[src/rtl/freq_div_sequencer.sv]
// Sequences divider ratio changes: waits for a divider falling edge, applies the
// new select code, holds it for a settle period and acknowledges. Optional auto-sweep.
module freq_div_sequencer #(
    parameter int SETTLE_CYCLES = 16,
    parameter int DWELL_CYCLES  = 256,
    parameter int EDGE_TIMEOUT  = 64
) (
    input  logic       clk,
    input  logic       rst,
    input  logic       req_valid,
    input  logic [1:0] req_sel,
    output logic       req_ready,
    input  logic       sweep_en,
    input  logic       div_out,
    output logic [1:0] select,
    output logic       busy,
    output logic       done,
    output logic       timeout
);
    localparam int SETTLE_W = (SETTLE_CYCLES > 1) ? $clog2(SETTLE_CYCLES) : 1;
    localparam int DWELL_W  = (DWELL_CYCLES  > 1) ? $clog2(DWELL_CYCLES)  : 1;
    localparam int WAIT_W   = (EDGE_TIMEOUT  > 1) ? $clog2(EDGE_TIMEOUT)  : 1;

    localparam logic [2:0] IDLE      = 3'd0;
    localparam logic [2:0] WAIT_EDGE = 3'd1;
    localparam logic [2:0] APPLY     = 3'd2;
    localparam logic [2:0] SETTLE    = 3'd3;
    localparam logic [2:0] ACK       = 3'd4;

    logic [2:0]          r_state;
    logic [1:0]          r_select;
    logic [1:0]          r_pending_sel;
    logic                r_div_q;
    logic                r_timeout;
    logic [WAIT_W-1:0]   r_wait_cnt;
    logic [SETTLE_W-1:0] r_settle_cnt;
    logic [DWELL_W-1:0]  r_dwell_cnt;

    logic       w_fall;
    logic       w_wait_expired;
    logic       w_settle_last;
    logic       w_sweep_req;
    logic       w_accept;
    logic [1:0] w_next_sel;

    assign w_fall         = r_div_q & ~div_out;
    assign w_wait_expired = (r_wait_cnt == WAIT_W'(EDGE_TIMEOUT - 1));
    assign w_settle_last  = (r_settle_cnt == SETTLE_W'(SETTLE_CYCLES - 1));
    assign w_sweep_req    = sweep_en && (r_state == IDLE) &&
                            (r_dwell_cnt == DWELL_W'(DWELL_CYCLES - 1));
    assign w_accept       = (r_state == IDLE) && (req_valid || w_sweep_req);
    // An external request always beats a simultaneous sweep step.
    assign w_next_sel     = req_valid ? req_sel : r_select + 2'd1;

    assign req_ready = (r_state == IDLE);
    assign busy      = (r_state != IDLE);
    assign done      = (r_state == ACK);
    assign select    = r_select;
    assign timeout   = r_timeout;

    // NOTE: sequential state uses non-blocking assignments only; a later
    // assignment to the same register in this block overrides an earlier one.
    always_ff @(posedge clk or posedge rst) begin
        if (rst) begin
            r_state       <= IDLE;
            r_select      <= 2'b00;
            r_pending_sel <= 2'b00;
            r_div_q       <= 1'b0;
            r_timeout     <= 1'b0;
            r_wait_cnt    <= '0;
            r_settle_cnt  <= '0;
            r_dwell_cnt   <= '0;
        end else begin
            r_div_q     <= div_out;
            r_dwell_cnt <= '0;
            case (r_state)
                IDLE: begin
                    r_wait_cnt   <= '0;
                    r_settle_cnt <= '0;
                    if (w_accept) begin
                        r_pending_sel <= w_next_sel;
                        r_state       <= (w_next_sel == r_select) ? ACK : WAIT_EDGE;
                    end else if (sweep_en) begin
                        r_dwell_cnt <= r_dwell_cnt + DWELL_W'(1);
                    end
                end
                WAIT_EDGE: begin
                    // Select is loaded on entry so the new code is visible during APPLY.
                    if (w_fall || w_wait_expired) begin
                        r_select <= r_pending_sel;
                        r_state  <= APPLY;
                        if (!w_fall) r_timeout <= 1'b1;
                    end else begin
                        r_wait_cnt <= r_wait_cnt + WAIT_W'(1);
                    end
                end
                APPLY: r_state <= SETTLE;
                SETTLE: begin
                    if (w_settle_last) r_state <= ACK;
                    else               r_settle_cnt <= r_settle_cnt + SETTLE_W'(1);
                end
                ACK:     r_state <= IDLE;
                default: r_state <= IDLE;
            endcase
        end
    end
endmodule

[config.mk]
export PLATFORM = sky130hd
export DESIGN_NAME = freq_div_sequencer
export DESIGN_NICKNAME = d
export VERILOG_FILES = /design/src/rtl/freq_div_sequencer.sv
export SDC_FILE = /design/constraint.sdc
export NUM_CORES = 1
export LEC_CHECK = 0
export CAP_MARGIN = 20
export CELL_PAD_IN_SITES_DETAIL_PLACEMENT = 0
export CELL_PAD_IN_SITES_GLOBAL_PLACEMENT = 1
export CORE_MARGIN = 2
export CORE_UTILIZATION = 44
export CTS_BUF_LIST = sky130_fd_sc_hd__clkbuf_16
export DETAILED_ROUTE_END_ITERATION = 16
export PLACE_DENSITY_LB_ADDON = 0.1
export SLEW_MARGIN = 20
export SYNTH_ARGS = -nofsm -noshare
export SYNTH_HDL_FRONTEND = slang
export SYNTH_SLANG_ARGS = --single-unit
[constraint.sdc]
create_clock -name clk -period 2 [get_ports clk]
set_input_delay 0.2 -clock clk [delete_from_list [all_inputs] [get_ports clk]]
set_output_delay 0.2 -clock clk [all_outputs]
set_load 0.01 [all_outputs]
### Word-level counts from Yosys, hierarchy flattened

Index checks and enable logic that the tools add are counted.

* $add $sub $neg: 4
* equal/unequal tests: 13
* mux-type cells: 13
* bitwise gates (word level): 3
* reductions and logical operators: 15

Operators with widths (count)
* $mux 8: 3
* $mux 3: 4
* $pmux 3 s4: 1
* $pmux 6 s2: 1
* $add 8x1->8 const B: 1
* $eq 8x8->1 const B: 1
* $ne 2x2->1 const B: 4
* $pmux 4 s2: 1
* $reduce_and 2->1: 4
* $add 6x1->6 const B: 1
* $eq 3x2->1 const B: 2
* $eq 6x6->1 const B: 1
* $mux 6: 1
* $reduce_and 3->1: 2
* $add 4x1->4 const B: 1
* $eq 4x4->1 const B: 1
* $mux 4: 1
* $reduce_bool 2->1: 2
* $eq 3x1->1 const B: 1
* $eq 3x3->1 const B: 1
* $logic_and 1x1->1: 3
* $logic_not 3->1: 1
* $reduce_bool 3->1: 1
* $add 2x1->2 const B: 1
* 6 further kinds: 8

* register bits after elaboration: 27
* input port bits: 7
* word-level logic and storage cells: 56

### Logic depth before layout (Yosys ltp)

Gate-level depths: netlist of the first run.

* word-level depth: 7
* mapped depth: 6

### Worst setup path after synthesis of the first run

No wires, ideal clock.

* path kind: register to register
* start: register r_state[0]
* end: register r_pending_sel[0]
* library setup time: 0.125 ns
* data arrival time: 1.600 ns
* data required time: 1.875 ns
* setup slack: 0.275 ns
* cell stages (with the launch flop): 7
* period minus slack after synthesis: 1.725 ns
* path through: dfrtp_1 -> buf_6 -> or3_4 -> buf_6 -> inv_1 -> o21ai_0 -> mux2_2

* word-level cells in the longest chain between the ends: 6

RTL lines
* start, declared: line 30 `logic [2:0] r_state;`
* start signal, assigned: line 82 `r_state <= (w_next_sel == r_select) ? ACK : WAIT_EDGE;`
* $logic_not 3->1 *
* named net req_ready: line 12 `output logic req_ready,`
* $logic_and 1x1->1 (2 in a row): line 49 `assign w_sweep_req = sweep_en && (r_state == IDLE) &&`
* $logic_or 1x1->1: line 51 `assign w_accept = (r_state == IDLE) && (req_valid || w_sweep_req);`
* $logic_and 1x1->1: line 51
* $reduce_and 2->1 (no source line) *
* end signal, assigned: line 81 `r_pending_sel <= w_next_sel;`
* end, declared: line 32 `logic [1:0] r_pending_sel;`

Mark *: on every way through the listed nets, which the timed path passes. The rest lies on a longest branch.
A chain may end at the register's enable or synchronous reset.

### Final worst setup path of the first run

* start: register r_state[2]
* end: output port busy

* word-level cells in the longest chain between the ends: 1

RTL lines
* $reduce_bool 3->1: line 56 `assign busy = (r_state != IDLE);`
* end, declared: line 16 `output logic busy,`

Every way passes these cells.

==> impl_metrics.toml, run 1 <==
[run_status]
status = "completed"

[cts]
clockRootBuffer = "clkbuf_16"
cts_sinks = 27
htreeDepth = 1
path_clk_slew_ns = 0.07
numCtsBuffers = 3
clock_path_buffers = 2
clock_latency_ns = 0.26
tritoncts = "yes"
hold_buffers = 0

[synth]
synth-main-ff-cell = "dfrtp_1"
synth_cells = 133
synth-async-reset-ratio_pct = 100
syn_nets = 143
synth_most_common_cell = "dfrtp_1"
synth_top_cell_area_share_pct = 48.6
seq_area_frac_synth_pct = 48.6
synthTopCellsByArea = "dfrtp_1 (49%), nor2_1 (4.6%), mux2_2 (4.0%)"
syn-cell-area_mm2 = 0.00139
netlist_top_cells_count = "dfrtp_1 (27), nor2_1 (17), nand2_1 (13)"
synth_warnings = 0
synth_edf_count = 0
ys_ff_latch = 27
synth_top_cell_by_area = "dfrtp_1"
synth.distinct_cells = 36
synth.avg_cell_area_um2 = 10.5

[timing]
setup_viol = 0
worst_slew_pin_slew_ns = 0.445
max_freq_mhz = 515
slew_headroom_pct = 70.3
hold_viol = 0
drv_slew = 0
rsz0062_at_grt = "no"
worst_slack_ns = 0.0579
skew_ns = 0.00229
fin_setup_tns_ns = 0
fin_crit_ns = 1.94
finalCritPeriodShare_pct = 97.1

[power]
p_per_area_mw_per_mm2 = 1190
finalPower_mw = 2.00
p_int_mw = 1.34
p_sw_uw = 664
cellLeakagePower_nw = 0.745
netSwitchingFraction_pct = 33.1
p_comb_share_pct = 38.4
ir_worst_vdd_uv = 580
p_clk_share_pct = 22.5
seq_power_share_pct = 39.1

[global_route]
grt_pass1_wl_mm = 4.57
track_usage_pct = 16.8
use_met1_pct = 22.3
grt_pass1_vias = 1057
gr-total-overflow = 0
grt_max_degree = 28
grt_use_met3_pct = 2.60
antenna_found_initial = 0
grt-busiest-layer = "met2"
met2_usage_pct = 27.6

[routing]
dr_total_vias = 1018
final_antenna_net_count = 0
firstDrtPassIters = 4
routedWlPerCell_um = 13.2
drc_errors = 0
avgViaCountPerCell = 5.14
totalWireLength_mm = 2.62
first_iter_violations = 46

[setup_path]
rrSetupSlack_ns = 0.21
crit_type = "register to output port"
cp.arrival_ns = 1.74
r2r-start = "r_state[2]"
crit_path_end_kind = "output port"
reg2reg_to = "r_dwell_cnt[3]"
reg2reg_depth = 5
startpoint_type = "register"
critPathRequiredTime_ns = 1.80
cp_max_fo = 8

[hold_path]
hold_class = "input pin to async pin"

[placement]
placed_cell_area_mm2 = 0.00158
place.port_buffers = 12
dp_worst_setup_slack_ns = 0.207
gp_congestion = 0.784
dpl.hpwl_mm = 1.90

[finish]
area_delta_synth_final_pct = 20.7
layout-drive-gt1-share_pct = 15.6
antenna_cells = 0
fillers = 275
finish.instance_area_mm2 = 0.00168
final_util_pct = 55.5
layout.nets = 165

[floorplan]
core_area_mm2 = 0.00303
row_count = 20
io_pins = 13
die_x_um = 60.2
initial_core_util_pct = 46.0
die_y_um = 60.2
dieArea_mm2 = 0.00363

[flow_run]
cap_violations = 0
## power groups by stage
stage / Clock (mW) / Combinational [mW] / Sequential [mW]
global route: 0.484 / 0.861 / 0.803
CTS: 0.463 / 0.784 / 0.785
detailed placement: 0 / 0.753 / 0.792
global placement: 0 / 0.735 / 0.787
finish: 0.452 / 0.769 / 0.784
floorplan: 0 / 0.542 / 0.769
## final cells by class
type / instances / area (µm²) / area share, %
Sequential cell: 27 / 677 / 40.3
Multi-Input combinational cell: 96 / 659 / 39.3
Timing Repair Buffer: 20 / 183 / 10.9
Clock buffer: 3 / 75.1 / 4.47
Tap cell: 44 / 55.1 / 3.28
Inverter: 7 / 26.3 / 1.56
Clock inverter: 1 / 3.75 / 0.224
## cells by family after synthesis
kind of cell | share of synthesized area, %
compound gates | 10.3
xor+xnor | 6.92
fa+ha+maj | 2.70
buf+inv | 4.05
flops | 48.6
mux | 7.64
simple gates | 19.8
## how the worst max path moves through the flow
stage / endpoint / slack, ns / start
2_1_floorplan: r_pending_sel[0] / 0.27 / r_state[0]
3_3_place_gp: req_ready / 0.22 / r_state[2]
3_5_place_dp: req_ready / 0.21 / r_state[2]
4_1_cts: req_ready / 0.02 / r_state[2]
5_1_grt: busy / 0.004 / r_state[2]
6_report: busy / 0.06 / r_state[2]
## critical path: stages (launching register included)
cell and delay, ns:
dfrtp_2 0.45, or3_4 0.42, buf_4 0.15, clkdlybuf4s50_1 0.46
## sequential cells by signal, summed over array words and instances (netlist names)
signal         flops
r_wait_cnt         6
r_settle_cnt       4
r_pending_sel      2
select             2
r_dwell_cnt        8
r_state            3
timeout            1
r_div_q            1
## repair_timing
action / in CTS / in global routing
setup endpoints to repair: 1 / 1
pin swaps: 1 / 0
endpoints found under the hold margin: 0 / 0
gates resized for setup: 2 / 1
setup buffers: 2 / 0
## metrics by stage
stage          hold WS (ns)  instances
2_1_floorplan         0.231        133
3_3_place_gp          0.471        192
3_5_place_dp          0.476        192
4_1_cts               0.313        198
5_1_grt               0.368        198
6_report              0.304        198
## cells in the final DEF, fill, tap and decap left out, types with 2 or more instances in the layout
cell type	netlist	layout
ha_1	3	3
xnor2_1	6	6
o21ai_0	6	6
clkdlybuf4s50_1	0	11
mux2_2	5	5
nand3_1	8	8
mux2i_1	5	5
dfrtp_1	27	26
nand2b_1	2	2
xor2_1	5	5
buf_4	1	8
nor2_1	17	17
or3_4	2	2
clkbuf_16	0	3
o31ai_1	2	2
inv_1	7	7
nand2_1	13	13
nor3_1	3	3
## routing by layer
layer	share of wire [%]	wire, µm
met5	0	0
met4	0.80	21
met3	1.8	46
met2	48	1270
met1	49	1280
No activity file was read; power rests on OpenSTA's default activity.
==> run 2: changes to the inputs <==
--- a/config.mk
+++ b/config.mk
@@ -9,10 +9,10 @@
 export CELL_PAD_IN_SITES_DETAIL_PLACEMENT = 0
 export CELL_PAD_IN_SITES_GLOBAL_PLACEMENT = 1
 export CORE_MARGIN = 2
-export CORE_UTILIZATION = 44
+export CORE_UTILIZATION = 40
 export CTS_BUF_LIST = sky130_fd_sc_hd__clkbuf_16
 export DETAILED_ROUTE_END_ITERATION = 16
-export PLACE_DENSITY_LB_ADDON = 0.1
+export PLACE_DENSITY = 0.74
 export SLEW_MARGIN = 20
 export SYNTH_ARGS = -nofsm -noshare
 export SYNTH_HDL_FRONTEND = slang
==> constraint.sdc (replaced) <==
create_clock -name clk -period 1.7 [get_ports clk]
set_input_delay 0.17 -clock clk [delete_from_list [all_inputs] [get_ports clk]]
set_output_delay 0.17 -clock clk [all_outputs]
set_load 0.01 [all_outputs]
==> impl_metrics.toml, run 2 (synthesis gave the netlist of run 1 again) <==
[finish]
top_regs = "r_dwell_cnt (8), r_wait_cnt (6), r_settle_cnt (4)"
fillers = 323
final_util_pct = 51.7
layout.nets = 170
largest_reg_flops = 8
final_cell_mix = "dfrtp_1 (27), nor2_1 (17), nand2_1 (13)"
layout-drive-gt1-share_pct = 18.2
area_delta_synth_final_pct = 24.1
final_common_cell = "dfrtp_1"
instances_no_fill = 205
top_register = "r_dwell_cnt"
antenna_cells = 0

[timing]
max_freq_mhz = 616
slew_headroom_pct = 75.5
skew_ns = 0.00689
hold_viol = 0
setup_viol = 0
rsz0062_at_grt = "yes"
fin_crit_ns = 1.62
drv_slew = 0
finalCritPeriodShare_pct = 95.6
worst_slew_pin_slew_ns = 0.363

[placement]
dpl.hpwl_mm = 2.02
place.port_buffers = 12
gp_congestion = 0.797
placed_cells = 200

[routing]
first_iter_violations = 92
avgViaCountPerCell = 4.99
dr_total_vias = 1023
totalWireLength_mm = 2.66
firstDrtPassIters = 4
final_antenna_net_count = 0
routedWlPerCell_um = 13.0
drc_errors = 0

[setup_path]
crit_type = "register to output port"
cp.arrival_ns = 1.45
cp_max_fo = 5
startpoint_type = "register"
crit_path_end_kind = "output port"
critPathRequiredTime_ns = 1.53
rrSetupSlack_ns = 0.10

[floorplan]
initial_core_util_pct = 41.7
dieArea_mm2 = 0.00397
io_pins = 13
die_x_um = 63.0
core_area_mm2 = 0.00334
die_y_um = 63.0
row_count = 21

[power]
cellLeakagePower_nw = 0.759
p_per_area_mw_per_mm2 = 1380
ir_worst_vdd_uv = 773

[global_route]
grt_pass1_wl_mm = 4.84
gr-total-overflow = 0
track_usage_pct = 15.4
grt_max_degree = 28
antenna_found_initial = 0
grt_pass1_vias = 1080

[cts]
numCtsBuffers = 3
clock_latency_ns = 0.26
clock_path_buffers = 2
clockRootBuffer = "clkbuf_16"
tritoncts = "yes"
path_clk_slew_ns = 0.07
cts_sinks = 27
htreeDepth = 1

[hold_path]
hold_class = "input pin to async pin"

[run_status]
status = "completed"

[flow_run]
cap_violations = 0
==> run 2: repair_timing <==
action                     CTS  global route
setup endpoints to repair    3             8
pin swaps                    0             2
setup buffers                0             1
hold buffers                 0             0
gates resized for setup      3             3
==> run 2: final timing paths <==
kind	from	end	cells after the start
setup / recovery	r_state[2]	req_ready	3
hold / removal	rst	r_wait_cnt[3]	3
setup reg to reg	r_wait_cnt[0]	select[0]	6
hold reg to reg	timeout	timeout	1
max in group asynchronous	rst	r_state[0]	3
min in group clk	div_out	r_div_q	1
==> run 2: power by group <==
group          switching, mW  leakage (nW)  total, mW  internal, mW
clock network          0.206        0.0423      0.521         0.315
logic                  0.464         0.359      0.962         0.498
registers              0.117         0.357      0.904         0.787
==> run 2: worst max-delay path, stage by stage (launching register included) <==
cell and delay (ns):
dfrtp_1 0.37, or3_4 0.44, clkinvlp_4 0.11, dlygate4sd2_1 0.28
==> run 2: layout make-up <==
type | count | area, µm² | area share, %
sequential | 27 | 676 | 39.1
multi-input combinational | 96 | 666 | 38.6
timing repair buffer | 25 | 219 | 12.7
clock buffer | 3 | 75.1 | 4.35
tap | 46 | 57.6 | 3.33
inverter | 7 | 30.0 | 1.74
clock inverter | 1 | 3.75 | 0.217
==> run 2: through the flow <==
stage | power, mW | hold WS, ns | setup slack, ns | cell area (µm²) | setup TNS [ns]
2_1_floorplan | 1.55 | 0.201 | 0.000184 | 1400 | 0
3_3_place_gp | 1.84 | 0.467 | 0.0395 | 1630 | 0
3_5_place_dp | 1.88 | 0.489 | -0.0487 | 1630 | -0.0487
4_1_cts | 2.39 | 0.285 | 0.000832 | 1710 | 0
5_1_grt | 2.56 | 0.319 | -0.0138 | 1730 | -0.0387
6_report | 2.39 | 0.267 | 0.0754 | 1730 | 0
==> run 2: layer usage <==
metal / GRT usage [%] / part of all wire, % / up-vias
li1: - / - / 517
met1: 20.1 / 46 / 492
met2: 25.5 / 50 / 10
met3: 3.42 / 2.7 / 4
met4: 4.17 / 1.1 / 0
met5: 0 / 0 / -
==> run 3: changes to the inputs <==
--- a/config.mk
+++ b/config.mk
@@ -8,7 +8,7 @@
 export CAP_MARGIN = 20
 export CELL_PAD_IN_SITES_DETAIL_PLACEMENT = 0
 export CELL_PAD_IN_SITES_GLOBAL_PLACEMENT = 1
-export CORE_MARGIN = 2
+export CORE_MARGIN = 3
 export CORE_UTILIZATION = 40
 export CTS_BUF_LIST = sky130_fd_sc_hd__clkbuf_16
 export DETAILED_ROUTE_END_ITERATION = 16
==> impl_metrics.toml, run 3 (synthesis gave the netlist of run 1 again) <==
[floorplan]
initial_core_util_pct = 43.8
dieArea_mm2 = 0.00422
io_pins = 13
die_y_um = 65.0
die_x_um = 65.0
row_count = 20
core_area_mm2 = 0.00318

[placement]
place.port_buffers = 12
gp_congestion = 0.738
dpl.hpwl_mm = 1.97

[run_status]
status = "finished, violations left"
violations = "negative setup slack"

[finish]
final_common_cell = "dfrtp_1"
area_delta_synth_final_pct = 27.0
layout-drive-gt1-share_pct = 23.8
top_register = "r_dwell_cnt"
antenna_cells = 0
top_regs = "r_dwell_cnt (8), r_wait_cnt (6), r_settle_cnt (4)"
final_util_pct = 55.6
layout.nets = 171
final_cell_mix = "dfrtp_1 (27), nand2_1 (13), buf_4 (13)"
largest_reg_flops = 8

[cts]
path_clk_slew_ns = 0.07
numCtsBuffers = 3
clock_latency_ns = 0.25
clockRootBuffer = "clkbuf_16"
htreeDepth = 1
cts_sinks = 27
hold_buffers = 0
clock_path_buffers = 2
tritoncts = "yes"

[routing]
drc_errors = 0
dr_total_vias = 1046
avgViaCountPerCell = 5.13
firstDrtPassIters = 4
final_antenna_net_count = 0
totalWireLength_mm = 2.70
routedWlPerCell_um = 13.3
first_iter_violations = 35

[setup_path]
rrSetupSlack_ns = -0.003
reg2reg_to = "r_dwell_cnt[3]"
reg2reg_depth = 5
crit_type = "register to register"
critPathRequiredTime_ns = 1.89
startpoint_type = "register"
critPathLaunch = "r_state[1]"
crit_path_end_kind = "register"
cp_max_fo = 7
r2r-start = "r_state[1]"
cp.arrival_ns = 1.89

[global_route]
antenna_found_initial = 0
grt_max_degree = 28
track_usage_pct = 14.5
gr-total-overflow = 0
grt_pass1_vias = 994
grt_pass1_wl_mm = 4.73

[flow_run]
cap_violations = 0

[timing]
rsz0062_at_grt = "yes"
hold_viol = 0
worst_slew_pin_slew_ns = 0.365
hold_slack_ns = 0.275
worst_slack_ns = -0.00285
max_freq_mhz = 587
skew_ns = 0.00227
finalCritPeriodShare_pct = 100
fin_setup_tns_ns = -0.00285
slew_headroom_pct = 75.3
setup_viol = 1
fin_crit_ns = 1.70
drv_slew = 0

[power]
p_per_area_mw_per_mm2 = 1380
cellLeakagePower_nw = 0.776
ir_worst_vdd_uv = 512

[hold_path]
hold_class = "input pin to async pin"
run 3: cell count changes in the layout (fill, tap and decap cells not counted), sizes merged:
cell           delta
clkdlybuf4s15     -1
buf               +1
dlygate4sd2       +1
run 3: how the worst max path moves through the flow:
stage                     endpoint  slack, ns
floorplan           r_dwell_cnt[0]     0.0002
global placement        r_state[2]       0.04
detailed placement      r_state[2]      -0.07
CTS                 r_dwell_cnt[1]      -0.03
global route        r_dwell_cnt[3]      -0.06
finish              r_dwell_cnt[3]     -0.003
run 3: critical path, stage by stage (launching register included):
cell     delay (ns)
dfrtp_1        0.38
or3_4          0.43
buf_6          0.14
or3_4          0.33
a31o_4         0.26
nor2_1         0.09
run 3: repair_timing:
item                       CTS  global route
resized for setup            4            11
setup endpoints to repair    3            11
pin swaps                    1             1
setup buffers                1             2
run 3: power by group:
group	leakage [nW]	internal (mW)	switching [mW]
sequential	0.357	0.786	0.120
combinational	0.377	0.524	0.483
clock	0.0423	0.314	0.207
run 3: metal layers:
layer	wire, µm	GRT usage, %	vias to the layer above	part of all wire (%)
li1	-	-	520	-
met1	1210	17.9	509	45
met2	1410	26.4	13	52
met3	56	1.73	4	2.1
met4	26	3.96	0	0.96
met5	0	0	-	0
run 3: layout make-up:
| cell class | count | area, µm² |
|---|---|---|
| clock buffer | 3 | 75.1 |
| multi-input combinational | 96 | 702 |
| tap | 44 | 55.1 |
| fill | 308 | 1410 |
| inverter | 7 | 30.0 |
| timing repair buffer | 26 | 225 |
| clock inverter | 1 | 3.75 |
| sequential | 27 | 676 |
run 3: through the flow:
step	setup slack (ns)	cells	total power, mW	cell area, µm²
floorplan	0.000184	133	1.55	1400
global placement	0.0362	197	1.85	1620
detailed placement	-0.0692	197	1.87	1620
CTS	-0.0302	202	2.41	1710
global route	-0.0645	204	2.61	1770
finish	-0.00285	204	2.43	1770
